## config.mk

```make
export PLATFORM = sky130hd
export DESIGN_NAME = da_spi_cfg_seq_flat
export DESIGN_NICKNAME = d
export VERILOG_FILES = /design/src/rtl/da_spi_cfg_seq_if.sv /design/src/rtl/da_spi_cfg_seq.sv /design/src/flat_wrapper.sv
export SDC_FILE = /design/constraint.sdc
export NUM_CORES = 1
export LEC_CHECK = 0
export ABC_AREA = 1
export BUFFER_PORTS_ARGS = -buffer_cell sky130_fd_sc_hd__clkbuf_2
export CAP_MARGIN = 20
export CORE_ASPECT_RATIO = 1.4
export CORE_UTILIZATION = 50
export CTS_CLUSTER_SIZE = 12
export DETAILED_ROUTE_END_ITERATION = 10
export PLACE_DENSITY = 0.72
export SKIP_CTS_REPAIR_TIMING = 1
export SLEW_MARGIN = 20
export SYNTH_ARGS = -nofsm -noshare
export SYNTH_HDL_FRONTEND = slang
export SYNTH_SLANG_ARGS = --single-unit
```

## constraint.sdc

```tcl
create_clock -name GCLK -period 2.02 [get_ports GCLK]
set_input_delay 0 -clock GCLK [delete_from_list [all_inputs] [get_ports GCLK]]
set_output_delay 0 -clock GCLK [all_outputs]
set_load 0.01 [all_outputs]
```

## src/rtl/da_spi_cfg_seq_if.sv

```systemverilog
// Bundle between the SPI config sequencer, its external synchronous table and the DAC pins.
// The sequencer uses the master modport; the table/pin side uses the slave modport.
interface da_spi_cfg_seq_if #(
    parameter int unsigned N_ENTRIES = 14,
    parameter int unsigned MAX_BYTES = 4
);
    localparam int unsigned AW    = (N_ENTRIES > 1) ? $clog2(N_ENTRIES) : 1;
    localparam int unsigned LEN_W = $clog2(MAX_BYTES + 1);
    localparam int unsigned DW    = 8 * MAX_BYTES;

    logic             start;
    logic [AW-1:0]    tbl_addr;
    logic [7:0]       tbl_instr;
    logic [LEN_W-1:0] tbl_len;
    logic [DW-1:0]    tbl_data;
    logic             DA_CS;
    logic             DA_SCLK;
    logic             DA_SPI_OUT;
    logic             busy;
    logic             DA_READY;

    modport master (
        input  start, tbl_instr, tbl_len, tbl_data,
        output tbl_addr, DA_CS, DA_SCLK, DA_SPI_OUT, busy, DA_READY
    );

    modport slave (
        output start, tbl_instr, tbl_len, tbl_data,
        input  tbl_addr, DA_CS, DA_SCLK, DA_SPI_OUT, busy, DA_READY
    );
endinterface

```

## src/rtl/da_spi_cfg_seq.sv

```systemverilog
// Walks a configuration table and sends each entry as one SPI frame
// (instruction byte plus up to MAX_BYTES data bytes, MSB first, CPOL=0).
module da_spi_cfg_seq #(
    parameter int unsigned N_ENTRIES = 14,
    parameter int unsigned MAX_BYTES = 4,
    parameter int unsigned CLK_DIV   = 2,
    parameter int unsigned CS_GAP    = 4
) (
    input logic              GCLK,
    input logic              reset,
    da_spi_cfg_seq_if.master bus
);
    localparam int unsigned AW      = (N_ENTRIES > 1) ? $clog2(N_ENTRIES) : 1;
    localparam int unsigned LEN_W   = $clog2(MAX_BYTES + 1);
    localparam int unsigned DW      = 8 * MAX_BYTES;
    localparam int unsigned SRW     = 7 + DW;
    localparam int unsigned BIT_W   = LEN_W + 3;
    localparam int unsigned CNT_MAX = (CLK_DIV > CS_GAP) ? CLK_DIV : CS_GAP;
    localparam int unsigned CNT_W   = $clog2(CNT_MAX + 1);

    typedef enum logic [2:0] {IDLE, FETCH, LOAD, SHIFT, HOLD, GAP, DONE} state_t;

    state_t           state_q, state_d;
    logic [AW-1:0]    addr_q, addr_d;
    logic             busy_q, busy_d;
    logic             ready_q, ready_d;
    logic             cs_q, cs_d;
    logic             sclk_q, sclk_d;
    logic             sdo_q, sdo_d;
    logic [SRW-1:0]   sr_q, sr_d;
    logic [LEN_W-1:0] len_q, len_d;
    logic [BIT_W-1:0] bit_q, bit_d;
    logic [CNT_W-1:0] cnt_q, cnt_d;

    logic [LEN_W-1:0] eff_len_c;
    logic [DW-1:0]    data_al_c;

    // Clamp the length and left-align the live data bytes so the shifter sends byte L-1 first.
    always_comb begin
        eff_len_c = (bus.tbl_len > LEN_W'(MAX_BYTES)) ? LEN_W'(MAX_BYTES) : bus.tbl_len;
        data_al_c = bus.tbl_data << (32'(8) * (32'(MAX_BYTES) - 32'(eff_len_c)));
    end

    always_comb begin
        state_d = state_q;
        addr_d  = addr_q;
        busy_d  = busy_q;
        ready_d = ready_q;
        cs_d    = cs_q;
        sclk_d  = sclk_q;
        sdo_d   = sdo_q;
        sr_d    = sr_q;
        len_d   = len_q;
        bit_d   = bit_q;
        cnt_d   = cnt_q;

        case (state_q)
            IDLE, DONE: begin
                if (bus.start) begin
                    addr_d  = '0;
                    busy_d  = 1'b1;
                    ready_d = 1'b0;
                    state_d = FETCH;
                end
            end
            FETCH: state_d = LOAD;
            LOAD: begin
                len_d   = eff_len_c;
                sr_d    = {bus.tbl_instr[6:0], data_al_c};
                sdo_d   = bus.tbl_instr[7];
                cs_d    = 1'b0;
                sclk_d  = 1'b0;
                bit_d   = '0;
                cnt_d   = '0;
                state_d = SHIFT;
            end
            SHIFT: begin
                if (cnt_q == CNT_W'(CLK_DIV - 1)) begin
                    cnt_d = '0;
                    if (!sclk_q) begin
                        sclk_d = 1'b1;
                    end else begin
                        sclk_d = 1'b0;
                        // Last bit index of the frame is 8*L+7.
                        if (bit_q == {len_q, 3'b111}) begin
                            state_d = HOLD;
                        end else begin
                            sdo_d = sr_q[SRW-1];
                            sr_d  = sr_q << 1;
                            bit_d = bit_q + BIT_W'(1);
                        end
                    end
                end else begin
                    cnt_d = cnt_q + CNT_W'(1);
                end
            end
            HOLD: begin
                if (cnt_q == CNT_W'(CLK_DIV - 1)) begin
                    cnt_d   = '0;
                    cs_d    = 1'b1;
                    sdo_d   = 1'b0;
                    state_d = GAP;
                end else begin
                    cnt_d = cnt_q + CNT_W'(1);
                end
            end
            GAP: begin
                if (cnt_q == CNT_W'(CS_GAP - 1)) begin
                    cnt_d = '0;
                    if (addr_q < AW'(N_ENTRIES - 1)) begin
                        addr_d  = addr_q + AW'(1);
                        state_d = FETCH;
                    end else begin
                        ready_d = 1'b1;
                        busy_d  = 1'b0;
                        state_d = DONE;
                    end
                end else begin
                    cnt_d = cnt_q + CNT_W'(1);
                end
            end
            default: state_d = IDLE;
        endcase
    end

    // Reset aborts any frame in flight: CS rises and SCLK parks low on the same edge.
    always_ff @(posedge GCLK) begin
        if (reset) begin
            state_q <= IDLE;
            addr_q  <= '0;
            busy_q  <= 1'b0;
            ready_q <= 1'b0;
            cs_q    <= 1'b1;
            sclk_q  <= 1'b0;
            sdo_q   <= 1'b0;
            sr_q    <= '0;
            len_q   <= '0;
            bit_q   <= '0;
            cnt_q   <= '0;
        end else begin
            state_q <= state_d;
            addr_q  <= addr_d;
            busy_q  <= busy_d;
            ready_q <= ready_d;
            cs_q    <= cs_d;
            sclk_q  <= sclk_d;
            sdo_q   <= sdo_d;
            sr_q    <= sr_d;
            len_q   <= len_d;
            bit_q   <= bit_d;
            cnt_q   <= cnt_d;
        end
    end

    assign bus.tbl_addr   = addr_q;
    assign bus.busy       = busy_q;
    assign bus.DA_READY   = ready_q;
    assign bus.DA_CS      = cs_q;
    assign bus.DA_SCLK    = sclk_q;
    assign bus.DA_SPI_OUT = sdo_q;
endmodule

```

## src/flat_wrapper.sv

```systemverilog
// flat-port wrapper written by rule: the top's interface ports become plain ports
module da_spi_cfg_seq_flat 
#(
    parameter int unsigned N_ENTRIES = 14,
    parameter int unsigned MAX_BYTES = 4,
    parameter int unsigned CLK_DIV   = 2,
    parameter int unsigned CS_GAP    = 4
)
  (GCLK, reset, bus_start, bus_tbl_instr, bus_tbl_len, bus_tbl_data, bus_tbl_addr, bus_DA_CS, bus_DA_SCLK, bus_DA_SPI_OUT, bus_busy, bus_DA_READY);
  da_spi_cfg_seq_if #(.N_ENTRIES(N_ENTRIES), .MAX_BYTES(MAX_BYTES)) bus_i ();
  input logic GCLK;
  input logic reset;
  input wire logic [$bits(bus_i.start)-1:0] bus_start;
  input wire logic [$bits(bus_i.tbl_instr)-1:0] bus_tbl_instr;
  input wire logic [$bits(bus_i.tbl_len)-1:0] bus_tbl_len;
  input wire logic [$bits(bus_i.tbl_data)-1:0] bus_tbl_data;
  output wire logic [$bits(bus_i.tbl_addr)-1:0] bus_tbl_addr;
  output wire logic [$bits(bus_i.DA_CS)-1:0] bus_DA_CS;
  output wire logic [$bits(bus_i.DA_SCLK)-1:0] bus_DA_SCLK;
  output wire logic [$bits(bus_i.DA_SPI_OUT)-1:0] bus_DA_SPI_OUT;
  output wire logic [$bits(bus_i.busy)-1:0] bus_busy;
  output wire logic [$bits(bus_i.DA_READY)-1:0] bus_DA_READY;
  assign bus_i.start = bus_start;
  assign bus_i.tbl_instr = bus_tbl_instr;
  assign bus_i.tbl_len = bus_tbl_len;
  assign bus_i.tbl_data = bus_tbl_data;
  assign bus_tbl_addr = bus_i.tbl_addr;
  assign bus_DA_CS = bus_i.DA_CS;
  assign bus_DA_SCLK = bus_i.DA_SCLK;
  assign bus_DA_SPI_OUT = bus_i.DA_SPI_OUT;
  assign bus_busy = bus_i.busy;
  assign bus_DA_READY = bus_i.DA_READY;
  da_spi_cfg_seq #(.N_ENTRIES(N_ENTRIES), .MAX_BYTES(MAX_BYTES), .CLK_DIV(CLK_DIV), .CS_GAP(CS_GAP)) u_core (.GCLK(GCLK), .reset(reset), .bus(bus_i));
endmodule
```

==> run metrics, run 1 <==
global-route wire length before repair=roughly 18,000 um; CP startpoint=u_core.state_q[2]; # rows=38; distinct cell type count after synthesis=32; RD Place Congestion=0.882; drt via density=5.19; met2 Track Usage GR=~48%; critical setup path kind=reg2reg; CTS tree=yes; LEAKAGE=approximately 2.3 nW; Most used DFF post-synth=dfxtp_1; Syn Nets=approximately 730; die area=between 8000 and 9000 um2; Starting Density=a little over 50%; via count=4,340; Area Growth Syn to Fin=15.2%; Tmin final=about 1800 ps; failing checks=negative hold slack; die height=109 um; Synth warnings=0; met3 GRT Util=4.30%; First DRT Iteration DRCs=approximately 310; fraction of the yosys area taken by sequential cells=between 30% and 40%; Setup TNS Final=0 ps; maximum buffer depth of the clock tree=2; Clock Latency Late Sink=350 ps; Core ar.=roughly 7800 um2; Setup crit end kind=register; Reg clk slew, reported paths=~80 ps; Mapped Area=around 4100 um2; Hold Startpoint=bus_tbl_instr[1]; Post-synth EDFFs=0; Least-Margin Pin Slew=563 ps; met1 GRT Util=30.7%; Num Clock Sinks=63; Synth Instances=680; max frequency=approximately 560 MHz; DRT Wirelength=between 10,000 and 15,000 um; Die W=between 70 and 80 um; CP Max Fanout=16; largest net degree at the start of global routing=about 70; TritonCTS Buffers=9; Port-buffer cells=54; post-route DRC violation count=0; Tcrit/Tclk final=88.6%; diodes inserted=0; fin nets=between 700 and 800; antenna violations before repair=0; Final Hold Viols=1; RR Startpoint=u_core.state_q[2]; max-cap viol count=0; gr ovfl total=0; status=complete, but fails checks; cell area after layout=~4700 um2; synthesized flop and latch total=63; CP Data Required Time=between 2000 and 2500 ps; synthesized area per cell=between 5 and 6 um2; vias in the first global route=3,995; fin util=roughly three fifths; WHS=-6.00 ps; headroom to the max-slew limit=between 60% and 70%; most utilized layer in the global route result=met2; Final setup violation count=0; Setup Skew=~16 ps; Total GRT Usage=about a quarter; Peak supply drop=around 0.80 mV; WL per Instance=between 10 and 15 um; FFs w/ async S/R, synth=0%; # IOs=between 50 and 60; share of post-route cells with drive strength above 1=between 10% and 20%; Max Transition Viols Final=0; Worst EP arrival=2080 ps; antenna-violating nets left=0; H-Tree Depth=3; Cell Pwr Density=~1200 nW/um2; 1st-pass router iterations=5; RSZ-0062 raised after global routing=false; Root Buffer=clkbuf_8; DP Wirelength=7430 um; Placed Area=4400 um2; startpoint types=register; Hold Crit Class=in2reg
routing by layer:
layer  share of wire [%]  up-vias
li1                    -     2222
met1                  41     1956
met2                  51      137
met3                 4.9       25
met4                 2.7        0
met5                   0        -
power by group:
| group | total, mW | leakage, nW | internal, mW | switching (mW) |
|---|---|---|---|---|
| Clock | 1.27 | 0.113 | 0.735 | 0.536 |
| Sequential | 1.85 | 0.514 | 1.62 | 0.224 |
| Combinational | 2.60 | 1.67 | 0.942 | 1.65 |
registers in the layout (all words and copies together), names as in the netlist:
| register | cells |
|---|---|
| u_core.bit_q | 6 |
| u_core.bus.DA_CS | 1 |
| u_core.bus.DA_READY | 1 |
| u_core.bus.DA_SCLK | 1 |
| u_core.bus.DA_SPI_OUT | 1 |
| u_core.bus.busy | 1 |
| u_core.bus.tbl_addr | 4 |
| u_core.cnt_q | 3 |
| u_core.len_q | 3 |
| u_core.sr_q | 39 |
| u_core.state_q | 3 |
cell usage in the layout, fill, tap and decap left out:
master / n
o21ai_1: 4
nand4_1: 3
inv_6: 2
clkbuf_16: 1
nand3b_1: 10
buf_12: 1
o21ai_0: 20
a31oi_1: 1
xor2_1: 3
or2_2: 1
nor2_8: 1
a22oi_1: 1
o32ai_1: 1
nand3_1: 83
nor2_2: 2
clkbuf_2: 54
nand3_2: 1
clkinv_2: 1
clkbuf_8: 10
nand2_2: 5
buf_4: 16
clkinvlp_4: 1
o22ai_1: 6
nor3_1: 1
o21ai_4: 1
a21oi_1: 34
dfxtp_1: 63
dlygate4sd3_1: 2
ha_1: 8
xnor2_1: 1
inv_2: 2
o211ai_1: 1
bufinv_16: 2
inv_1: 88
nand2_1: 207
nor3_2: 2
nor2_1: 96
area by class of cell:
cell class	instances	area, um2
multi-input cells	493	2260
repair buffers	74	455
inverters	90	338
flip-flops and latches	63	1260
clock buffers	10	138
fillers	801	3130
well taps	100	125
clock inverters	6	90.1
final timing paths:
path / slack, ps / endpoint / depth (start not counted)
max: 230 / u_core.sr_q[19] / 8
min reg2reg: 450 / u_core.bus.DA_READY / 2
min: -6 / u_core.sr_q[33] / 5
max reg2reg: 230 / u_core.sr_q[19] / 8
cells by family (layout without fill, tap and decap cells):
| kind of cell | Yosys count | after routing | share of synthesized area [%] |
|---|---|---|---|
| AO/OA/AOI/OAI | 69 | 69 | 9.23 |
| flip-flops | 63 | 63 | 31.1 |
| adder cells (fa/ha/maj) | 8 | 8 | 2.47 |
| AND/OR/NAND/NOR | 412 | 412 | 43.2 |
| XOR/XNOR | 4 | 4 | 0.865 |
| buffers and inverters | 124 | 180 | 13.1 |
through the flow:
stage	instances	worst slack, ps	total power [mW]	hold WS (ps)
floorplan	680	93.0	3.85	160
global placement	817	260	4.28	311
detailed placement	817	227	4.35	321
CTS	833	192	5.63	-45.2
global route	836	20.5	6.24	0.759
finish	836	230	5.71	-6.00
synthesized netlist by cell type, types with 2 or more instances:
master / count / area (um2)
nand2_1: 207 / 777
nor2_1: 96 / 360
inv_1: 88 / 330
nand3_1: 83 / 415
dfxtp_1: 63 / 1260
a21oi_1: 34 / 170
o21ai_0: 20 / 100
buf_2: 12 / 60.1
clkbuf_1: 12 / 45.0
nand3b_1: 10 / 75.1
ha_1: 8 / 100
o22ai_1: 6 / 37.5
buf_4: 5 / 37.5
nand2_2: 5 / 31.3
buf_6: 4 / 45.0
o21ai_1: 4 / 20.0
nand4_1: 3 / 18.8
xor2_1: 3 / 26.3
inv_2: 2 / 7.51
nor2_2: 2 / 12.5
nor3_2: 2 / 20.0
critical path, stage by stage (launching register included):
cell	delay [ps]
dfxtp_1	610
nor2_8	140
buf_4	220
nor2_2	150
buf_4	170
nand2_1	60
nor2_1	190
nor2_1	90
nor2_1	80
Power figures use the tool's default switching activity.
==> run 2, diff against run 1 <==
ABC_AREA = not set   (was 1)
CTS_CLUSTER_DIAMETER = 30   (was not set)
==> run metrics, run 2 <==
Starting Density=51.6% (was 52.0%); Least-Margin Pin Slew=686 ps (was 563 ps); LEAKAGE=1.74 nW (was 2.29 nW); CP Data Required Time=2300 ps (was 2310 ps); global-route wire length before repair=14,200 um (was 17,800 um); synthesized area per cell=8.50 um2 (was 5.96 um2); Tcrit/Tclk final=98.7% (was 88.6%); max-cap viol count=0 (unchanged); Most used DFF post-synth=dfxtp_1 (unchanged); Cells after DPL=559 (was 817); 1st-pass router iterations=5 (unchanged); die height=102 um (was 109 um); # rows=36 (was 38); pre-CTS setup slack=41.3 ps (was 227 ps); Setup Skew=8.81 ps (was 15.6 ps); Final setup violation count=0 (unchanged); First DRT Iteration DRCs=408 (was 306); Top reg by flops=u_core.sr_q (unchanged); headroom to the max-slew limit=54.2% (was 62.3%); Placed Area=4020 um2 (was 4400 um2); Root Buffer=clkbuf_8 (unchanged); Net Sw Frac=33.2% (was 42.3%); fin cells=588 (was 836); Total GRT Usage=24.6% (was 26.7%); RD Place Congestion=0.876 (was 0.882); switching power=1.17 mW (was 2.41 mW); Final Hold Viols=0 (was 1); CP Max Fanout=8 (was 16); DRT Wirelength=9380 um (was 10,800 um); Reg clk slew, reported paths=70 ps (was 80 ps); die area=7560 um2 (was 8470 um2); Mapped Area=3600 um2 (was 4050 um2); Clk pwr share=32.1% (was 22.2%); distinct cell type count after synthesis=47 (was 32); max FFs per register=39 (unchanged); Comb power frac=26.3% (was 45.4%); commonest non-fill, non-tap cells in the layout=59 x dfxtp_1, 57 x nor2_1, 54 x clkbuf_2 (was 207 x nand2_1, 96 x nor2_1, 88 x inv_1); diodes inserted=0 (unchanged); Clock Latency Late Sink=350 ps (about the same); Core ar.=6980 um2 (was 7800 um2); TritonCTS Buffers=9 (unchanged); count leader, synth=dfxtp_1 (was nand2_1); Die W=73.8 um (was 78.1 um); Yosys top cell area share=35.0% (was 31.1%); via count=3,458 (was 4,340); FFs w/ async S/R, synth=0% (unchanged); Peak supply drop=0.550 mV (was 0.800 mV); commonest non-fill, non-tap cell in the layout=dfxtp_1 (was nand2_1); Setup TNS Final=0 ps (unchanged); Synth warnings=0 (unchanged); Synth Instances=424 (was 680); fin nets=542 (was 785); synthesized flop and latch total=63 (unchanged); top cells by area, synth=dfxtp_1 35%, mux2i_1 8.3%, nor3_2 7.8% (was dfxtp_1 31%, nand2_1 19%, nand3_1 10%); WHS=22.6 ps (was -6.00 ps); Num Clock Sinks=63 (unchanged); share of post-route cells with drive strength above 1=27.8% (was 14.0%); largest net degree at the start of global routing=47 (was 69); Hold Crit Class=in2reg (unchanged); # IOs=55 (unchanged); Cell Pwr Density=799 nW/um2 (was 1220 nW/um2); drt via density=5.88 (was 5.19); Area Growth Syn to Fin=22.0% (was 15.2%); Syn Nets=478 (was 734); gr ovfl total=0 (unchanged); CTS tree=yes (unchanged); status=completed (was complete, but fails checks); Synth area leader=dfxtp_1 (unchanged); startpoint types=register (unchanged); Setup crit end kind=register (unchanged); critical setup path kind=reg2reg (unchanged); Max Transition Viols Final=0 (unchanged); fin worst setup slack=26.9 ps (was 230 ps); Tmin final=1990 ps (was 1790 ps); Worst EP arrival=2270 ps (was 2080 ps); WL per Instance=16.0 um (was 12.9 um); H-Tree Depth=3 (unchanged); antenna-violating nets left=0 (unchanged); post-route DRC violation count=0 (unchanged); Post-synth EDFFs=0 (unchanged); max frequency=502 MHz (was 559 MHz); cell-internal power=2.35 mW (was 3.30 mW); antenna violations before repair=0 (unchanged); Commonest cells post-synth=63 x dfxtp_1, 57 x nor2_1, 35 x nand2_1, 30 x mux2i_1, 28 x nor3_2 (was 207 x nand2_1, 96 x nor2_1, 88 x inv_1, 83 x nand3_1, 63 x dfxtp_1); maximum buffer depth of the clock tree=2 (unchanged); fraction of the yosys area taken by sequential cells=35.0% (was 31.1%); Port-buffer cells=54 (unchanged); Flop pwr share=41.5% (was 32.3%); cell area after layout=4400 um2 (was 4670 um2); DP Wirelength=6090 um (was 7430 um); vias in the first global route=3,040 (was 3,995)
run 2: metal layers:
metal	track usage, %	share of wire (%)	up-vias
met5	0	0	-
met1	29.9	42	1621
met2	42.2	52	147
met3	3.65	4.8	22
li1	-	-	1668
met4	11.4	2.1	0
run 2: per-stage QoR:
step	utilization, %	power, mW
CTS	60.5	3.46
floorplan	-	2.08
global route	63.0	3.70
global placement	57.6	2.31
detailed placement	57.6	2.33
finish	63.0	3.52
run 2: cell families after synthesis:
kind of cell | share of synthesized area (%)
fa+ha+maj | 2.78
compound gates | 16.9
simple gates | 28.5
flops | 35.0
buf+inv | 5.80
xor+xnor | 2.43
mux | 8.64
run 2: critical path: stages, from the launching register on:
cell and delay (ps):
dfxtp_2 370, ha_2 200, nand2_1 100, or4_4 450
a21oi_4 330, clkbuf_16 220, a211oi_1 60, nor3_1 180
run 2: power groups by stage:
| stage | clock network (mW) | registers [mW] | logic, mW |
|---|---|---|---|
| floorplan | 0 | 1.46 | 0.620 |
| global placement | 0 | 1.48 | 0.829 |
| detailed placement | 0 | 1.48 | 0.845 |
| CTS | 1.15 | 1.46 | 0.851 |
| global route | 1.21 | 1.48 | 1.02 |
| finish | 1.13 | 1.46 | 0.926 |
run 2: final cells by class:
class / instances / area, um2
repair buffers: 87 / 617
clock buffers: 9 / 124
flip-flops and latches: 63 / 1270
well taps: 95 / 119
fillers: 590 / 2580
inverters: 11 / 41.3
multi-input cells: 316 / 2150
clock inverters: 7 / 80.1
run 2: final timing paths:
path	from	end	slack, ps	cells after the start
setup reg to reg	u_core.bit_q[0]	u_core.sr_q[8]	30	7
hold / removal	bus_tbl_len[0]	u_core.len_q[0]	20	4
setup / recovery	u_core.bit_q[0]	u_core.sr_q[8]	30	7
hold reg to reg	u_core.bus.DA_READY	u_core.bus.DA_READY	460	2
